`src/rtl/alu_result_stage.sv`:
```
// alu_result_stage: registered output stage behind the AND/OR and adder slices of the ALU.
// It picks one slice result per operation and derives the zero and carry flags. Results are
// held in a 2-entry skid buffer (main + skid) with valid/ready handshakes on both sides.
//
// Ports:
//   clk, rst_n         rising-edge clock, synchronous active-low reset
//   in_valid/in_ready  upstream handshake; a transfer happens when both are high
//   sel                00 AND, 01 OR, 10 ADD/SUB, 11 SLT
//   and_res, or_res    bitwise slice outputs
//   sum_res            adder/subtractor sum
//   carry_in_flag      adder carry-out
//   set_bit            SLT compare result
//   out_valid/out_ready downstream handshake
//   result, zero, cout registered result and flags (main entry)
//
// Optional feature (macro ALU_STAGE_STATS_EN): adds xfer_cnt (output transfers) and
// stall_cnt (cycles with out_valid && !out_ready) statistics counters.
module alu_result_stage #(
    parameter int unsigned WIDTH = 32,
    parameter int unsigned CNT_W = 16
) (
    input  logic             clk,
    input  logic             rst_n,
    input  logic             in_valid,
    output logic             in_ready,
    input  logic [1:0]       sel,
    input  logic [WIDTH-1:0] and_res,
    input  logic [WIDTH-1:0] or_res,
    input  logic [WIDTH-1:0] sum_res,
    input  logic             carry_in_flag,
    input  logic             set_bit,
    output logic             out_valid,
    input  logic             out_ready,
    output logic [WIDTH-1:0] result,
    output logic             zero,
    output logic             cout
`ifdef ALU_STAGE_STATS_EN
    ,
    output logic [CNT_W-1:0] xfer_cnt,
    output logic [CNT_W-1:0] stall_cnt
`endif
);

    typedef enum logic [1:0] {StEmpty, StOne, StTwo} state_e;

    state_e state_q, state_d;

    logic [WIDTH-1:0] main_res_q, skid_res_q;
    logic             main_zero_q, skid_zero_q;
    logic             main_cout_q, skid_cout_q;

    logic [WIDTH-1:0] mux_res;
    logic             mux_zero;
    logic             mux_cout;

    logic acc, drn;
    logic load_main, load_skid, move_skid;

    // Entry validity is carried by the state: main valid in ONE/TWO, skid valid only in TWO.
    assign out_valid = (state_q != StEmpty);
    assign in_ready  = rst_n && (state_q != StTwo);

    assign acc = in_valid && in_ready;
    assign drn = out_valid && out_ready;

    assign result = main_res_q;
    assign zero   = main_zero_q;
    assign cout   = main_cout_q;

    always_comb begin
        mux_res  = '0;
        mux_cout = 1'b0;
        case (sel)
            2'b00:   mux_res = and_res;
            2'b01:   mux_res = or_res;
            2'b10: begin
                mux_res  = sum_res;
                mux_cout = carry_in_flag;
            end
            default: mux_res = {{(WIDTH-1){1'b0}}, set_bit};
        endcase
        mux_zero = (mux_res == '0);
    end

    always_comb begin
        state_d   = state_q;
        load_main = 1'b0;
        load_skid = 1'b0;
        move_skid = 1'b0;
        unique case (state_q)
            StEmpty: begin
                if (acc) begin
                    load_main = 1'b1;
                    state_d   = StOne;
                end
            end
            StOne: begin
                if (acc && !drn) begin
                    load_skid = 1'b1;
                    state_d   = StTwo;
                end else if (acc && drn) begin
                    load_main = 1'b1;
                end else if (drn) begin
                    state_d = StEmpty;
                end
            end
            StTwo: begin
                // in_ready is low here, so only a drain can happen.
                if (drn) begin
                    move_skid = 1'b1;
                    state_d   = StOne;
                end
            end
            default: state_d = StEmpty;
        endcase
    end

    always_ff @(posedge clk) begin
        if (!rst_n) begin
            state_q     <= StEmpty;
            main_res_q  <= '0;
            main_zero_q <= 1'b0;
            main_cout_q <= 1'b0;
            skid_res_q  <= '0;
            skid_zero_q <= 1'b0;
            skid_cout_q <= 1'b0;
        end else begin
            state_q <= state_d;
            if (load_main) begin
                main_res_q  <= mux_res;
                main_zero_q <= mux_zero;
                main_cout_q <= mux_cout;
            end else if (move_skid) begin
                main_res_q  <= skid_res_q;
                main_zero_q <= skid_zero_q;
                main_cout_q <= skid_cout_q;
            end
            if (load_skid) begin
                skid_res_q  <= mux_res;
                skid_zero_q <= mux_zero;
                skid_cout_q <= mux_cout;
            end
        end
    end

`ifdef ALU_STAGE_STATS_EN
    logic [CNT_W-1:0] xfer_cnt_q, stall_cnt_q;

    // Both counters wrap naturally from all-ones to zero.
    always_ff @(posedge clk) begin
        if (!rst_n) begin
            xfer_cnt_q  <= '0;
            stall_cnt_q <= '0;
        end else begin
            if (drn) begin
                xfer_cnt_q <= xfer_cnt_q + 1'b1;
            end
            if (out_valid && !out_ready) begin
                stall_cnt_q <= stall_cnt_q + 1'b1;
            end
        end
    end

    assign xfer_cnt  = xfer_cnt_q;
    assign stall_cnt = stall_cnt_q;
`endif

endmodule

```
`config.mk`:
```
export PLATFORM = sky130hd
export DESIGN_NAME = alu_result_stage
export DESIGN_NICKNAME = d
export VERILOG_FILES = /design/src/rtl/alu_result_stage.sv
export SDC_FILE = /design/constraint.sdc
export NUM_CORES = 1
export LEC_CHECK = 0
export CAP_MARGIN = 20
export CORE_ASPECT_RATIO = 1.75
export CORE_UTILIZATION = 35
export DETAILED_ROUTE_END_ITERATION = 10
export DONT_BUFFER_PORTS = 1
export GPL_ROUTABILITY_DRIVEN = 0
export SYNTH_ARGS = -nofsm -noshare
export SYNTH_HDL_FRONTEND = slang
export SYNTH_SLANG_ARGS = --single-unit
```
`constraint.sdc`:
```
create_clock -name clk -period 3.05 [get_ports clk]
set_clock_uncertainty 0.15 [all_clocks]
set_input_delay 0.4575 -clock clk [delete_from_list [all_inputs] [get_ports clk]]
set_output_delay 0.4575 -clock clk [all_outputs]
set_load 0.01 [all_outputs]
```
==> flow_summary_export.csv <==
group,metric,value,unit
power,p_int,1.71,mW
drt,drtAntennaViolNets,0,
power,power.leakage,1.77,nW
sta,fin_setup_tns,0,ns
finish,drive_gt1_frac,0.0676,
global_routing,grt_pass1_vias,3243,
drt,firstDrtPassIters,4,
die,die_y,138,um
yosys,synth_top_area_share,0.381,
finish,multi_input_area,2120,sq um
sta,worstMarginPinSlew,0.701,ns
yosys,yosysUniqueCellTypes,31,
clock_network,clk_pin_slew_worst_paths,0.05,ns
worst_setup_path,endpoint_kind,"flop",
sta,rsz0062_at_grt,"false",
sta,finalSetupViolCount,0,
worst_setup_path,worstPathArrival,2.36,ns
worst_setup_path,worstPathRequired,3.16,ns
clock_network,clk_path_buf_depth,2,
yosys,seq_area_frac_synth,0.381,
power,clkPwrFrac,0.445,
die,dieArea,11000,sq um
sta,finalHoldViolations,0,
clock_network,htreeDepth,3,
clock_network,clk_latency,0.33,ns
drt,vias_per_cell,5.90,
yosys,yosys.area.top_type,"dfxtp_1",
finish,num-fill-cells,1011,
yosys,synth_area_leaders,"dfxtp_1 38%, nand3_1 9.4%, o211a_1 8.7%",
clock_network,cts_resized,0,
drt,wl_per_cell,19.7,um
yosys,synth_nets,555,
die,core_area,10200,sq um
clock_network,clock-sinks,70,
power,swShare,0.242,
placed_design,portBuffers,0,
placed_design,dp_hpwl,7.18,mm
global_routing,antenna_found_initial,0,
clock_network,post_cts_buffers,0,
finish,final_cell_area,4010,sq um
sta,max-slew-margin-rel,0.530,
run_status,status,"complete, no violations",
yosys,syn_area_per_cell,8.16,sq um
finish,final_cell_mix,"70 x dfxtp_1, 68 x nand3_1, 60 x nor2_1, 50 x nand2_1, 32 x o211a_1",
clock_network,cts_tree,"done",
yosys,ys_ff_latch,70,
global_routing,grt_max_degree,75,
finish,seqCellArea,1400,sq um
finish,diodes,0,
sta,final-max-slew-violation-count,0,
yosys,syn_area,3680,sq um
global_routing,grt_pass1_wl,17.1,mm
yosys,synth_warnings,0,
clock_network,numCtsBuffers,9,
power,p_switching,545,uW
finish,area_delta_synth_final,8.97,%
drt,routed_wl,11.0,mm
global_routing,grt_overflow,0,
finish,final_common_cell,"dfxtp_1",
yosys,synth_cells,451,
hold_path,min_path_type,"in2reg",
worst_setup_path,crit_fanout,35,
drt,drc_errors,0,
die,die_width,79.5,um
sta,max_freq,445,MHz
finish,nets,531,
worst_setup_path,reg2reg_slack,1.18,ns
die,pin_count,140,
worst_setup_path,cp-start-kind,"input pin",
drt,drtIter0Drc,265,
die,row_count,49,
power,ir_drop,0.305,mV
clock_network,cts_hold_buf,0,
die,start_util,0.360,
sta,fin_crit_sh,0.736,
power,power_frac_seq,0.449,
power,powerDensity,562,nW/um^2
power,combPwrFrac,0.106,
run,maxCapViolations,0,
placed_design,place_area,3730,sq um
drt,vias,3281,
sta,fin_crit,2.25,ns
worst_setup_path,crit_type,"in2reg",
clock_network,root_buffer,"clkbuf_16",
global_routing,grt_use_total,0.208,
synth_stat cells (all sizes together):
cell	n
or2	1
o211a	32
or4	2
clkbuf	32
mux2	1
a21oi	9
o22ai	1
nor4	6
nor3b	28
nand4	2
nand2b	1
and2	1
o21ai	6
mux4	1
a21boi	1
dfxtp	70
buf	10
nand2	50
nor2b	6
and3	5
nor3	1
mux2i	31
o2bb2ai	24
nand3	69
nor2	61
per-stage QoR:
stage / hold WS [ns] / setup WS (ns) / instances / power (mW) / util
2_1_floorplan: 0.285 / 0.508 / 451 / 1.24 / -
3_3_place_gp: 0.290 / 0.547 / 543 / 1.27 / 0.365
3_5_place_dp: 0.299 / 0.509 / 543 / 1.27 / 0.365
4_1_cts: 0.0439 / 0.839 / 556 / 2.28 / 0.392
5_1_grt: 0.0542 / 0.659 / 556 / 2.35 / 0.392
6_report: 0.0643 / 0.805 / 556 / 2.25 / 0.392
state kept, by name, indices dropped and copies added, names as in the netlist:
register	cells
zero	1
result	32
skid_cout_q	1
state_q	2
cout	1
skid_zero_q	1
skid_res_q	32
critical path, stage by stage:
cell	delay, ns
nor2b_2	0.26
buf_4	0.25
o2bb2ai_1	0.19
nor4_1	0.42
nand4_1	0.16
or4_4	0.46
a21oi_2	0.13
metal layers:
| layer | global-route usage | share of wire |
|---|---|---|
| met1 | 0.226 | 0.38 |
| met2 | 0.367 | 0.53 |
| met3 | 0.0351 | 0.060 |
| met4 | 0.128 | 0.036 |
| met5 | 0 | 0 |
power by group through the flow:
stage | Combinational, mW | Clock [mW] | Sequential (mW)
floorplan | 0.226 | 0 | 1.02
global placement | 0.235 | 0 | 1.03
detailed placement | 0.240 | 0 | 1.03
CTS | 0.241 | 1.02 | 1.01
global route | 0.269 | 1.07 | 1.02
finish | 0.239 | 1.00 | 1.01
area by class of cell:
class                      instances  share of cell area
multi-input combinational        339               0.529
sequential                        70               0.349
clock buffer                      11              0.0605
tap                              127              0.0396
timing repair buffer               7              0.0131
clock inverter                     2             0.00873
path summary, 6_finish.rpt:
path / cells past startpoint / start / end
setup / recovery: 7 / sel[0] / zero
hold reg to reg: 2 / skid_res_q[0] / skid_res_q[0]
setup reg to reg: 5 / state_q[0] / result[5]
hold / removal: 1 / out_ready / state_q[1]
logic make-up after synthesis:
family	synth area share
simple gates	0.308
buf+inv	0.0479
mux	0.0934
compound gates	0.170
flops	0.381
Power figures use the tool's default switching activity.
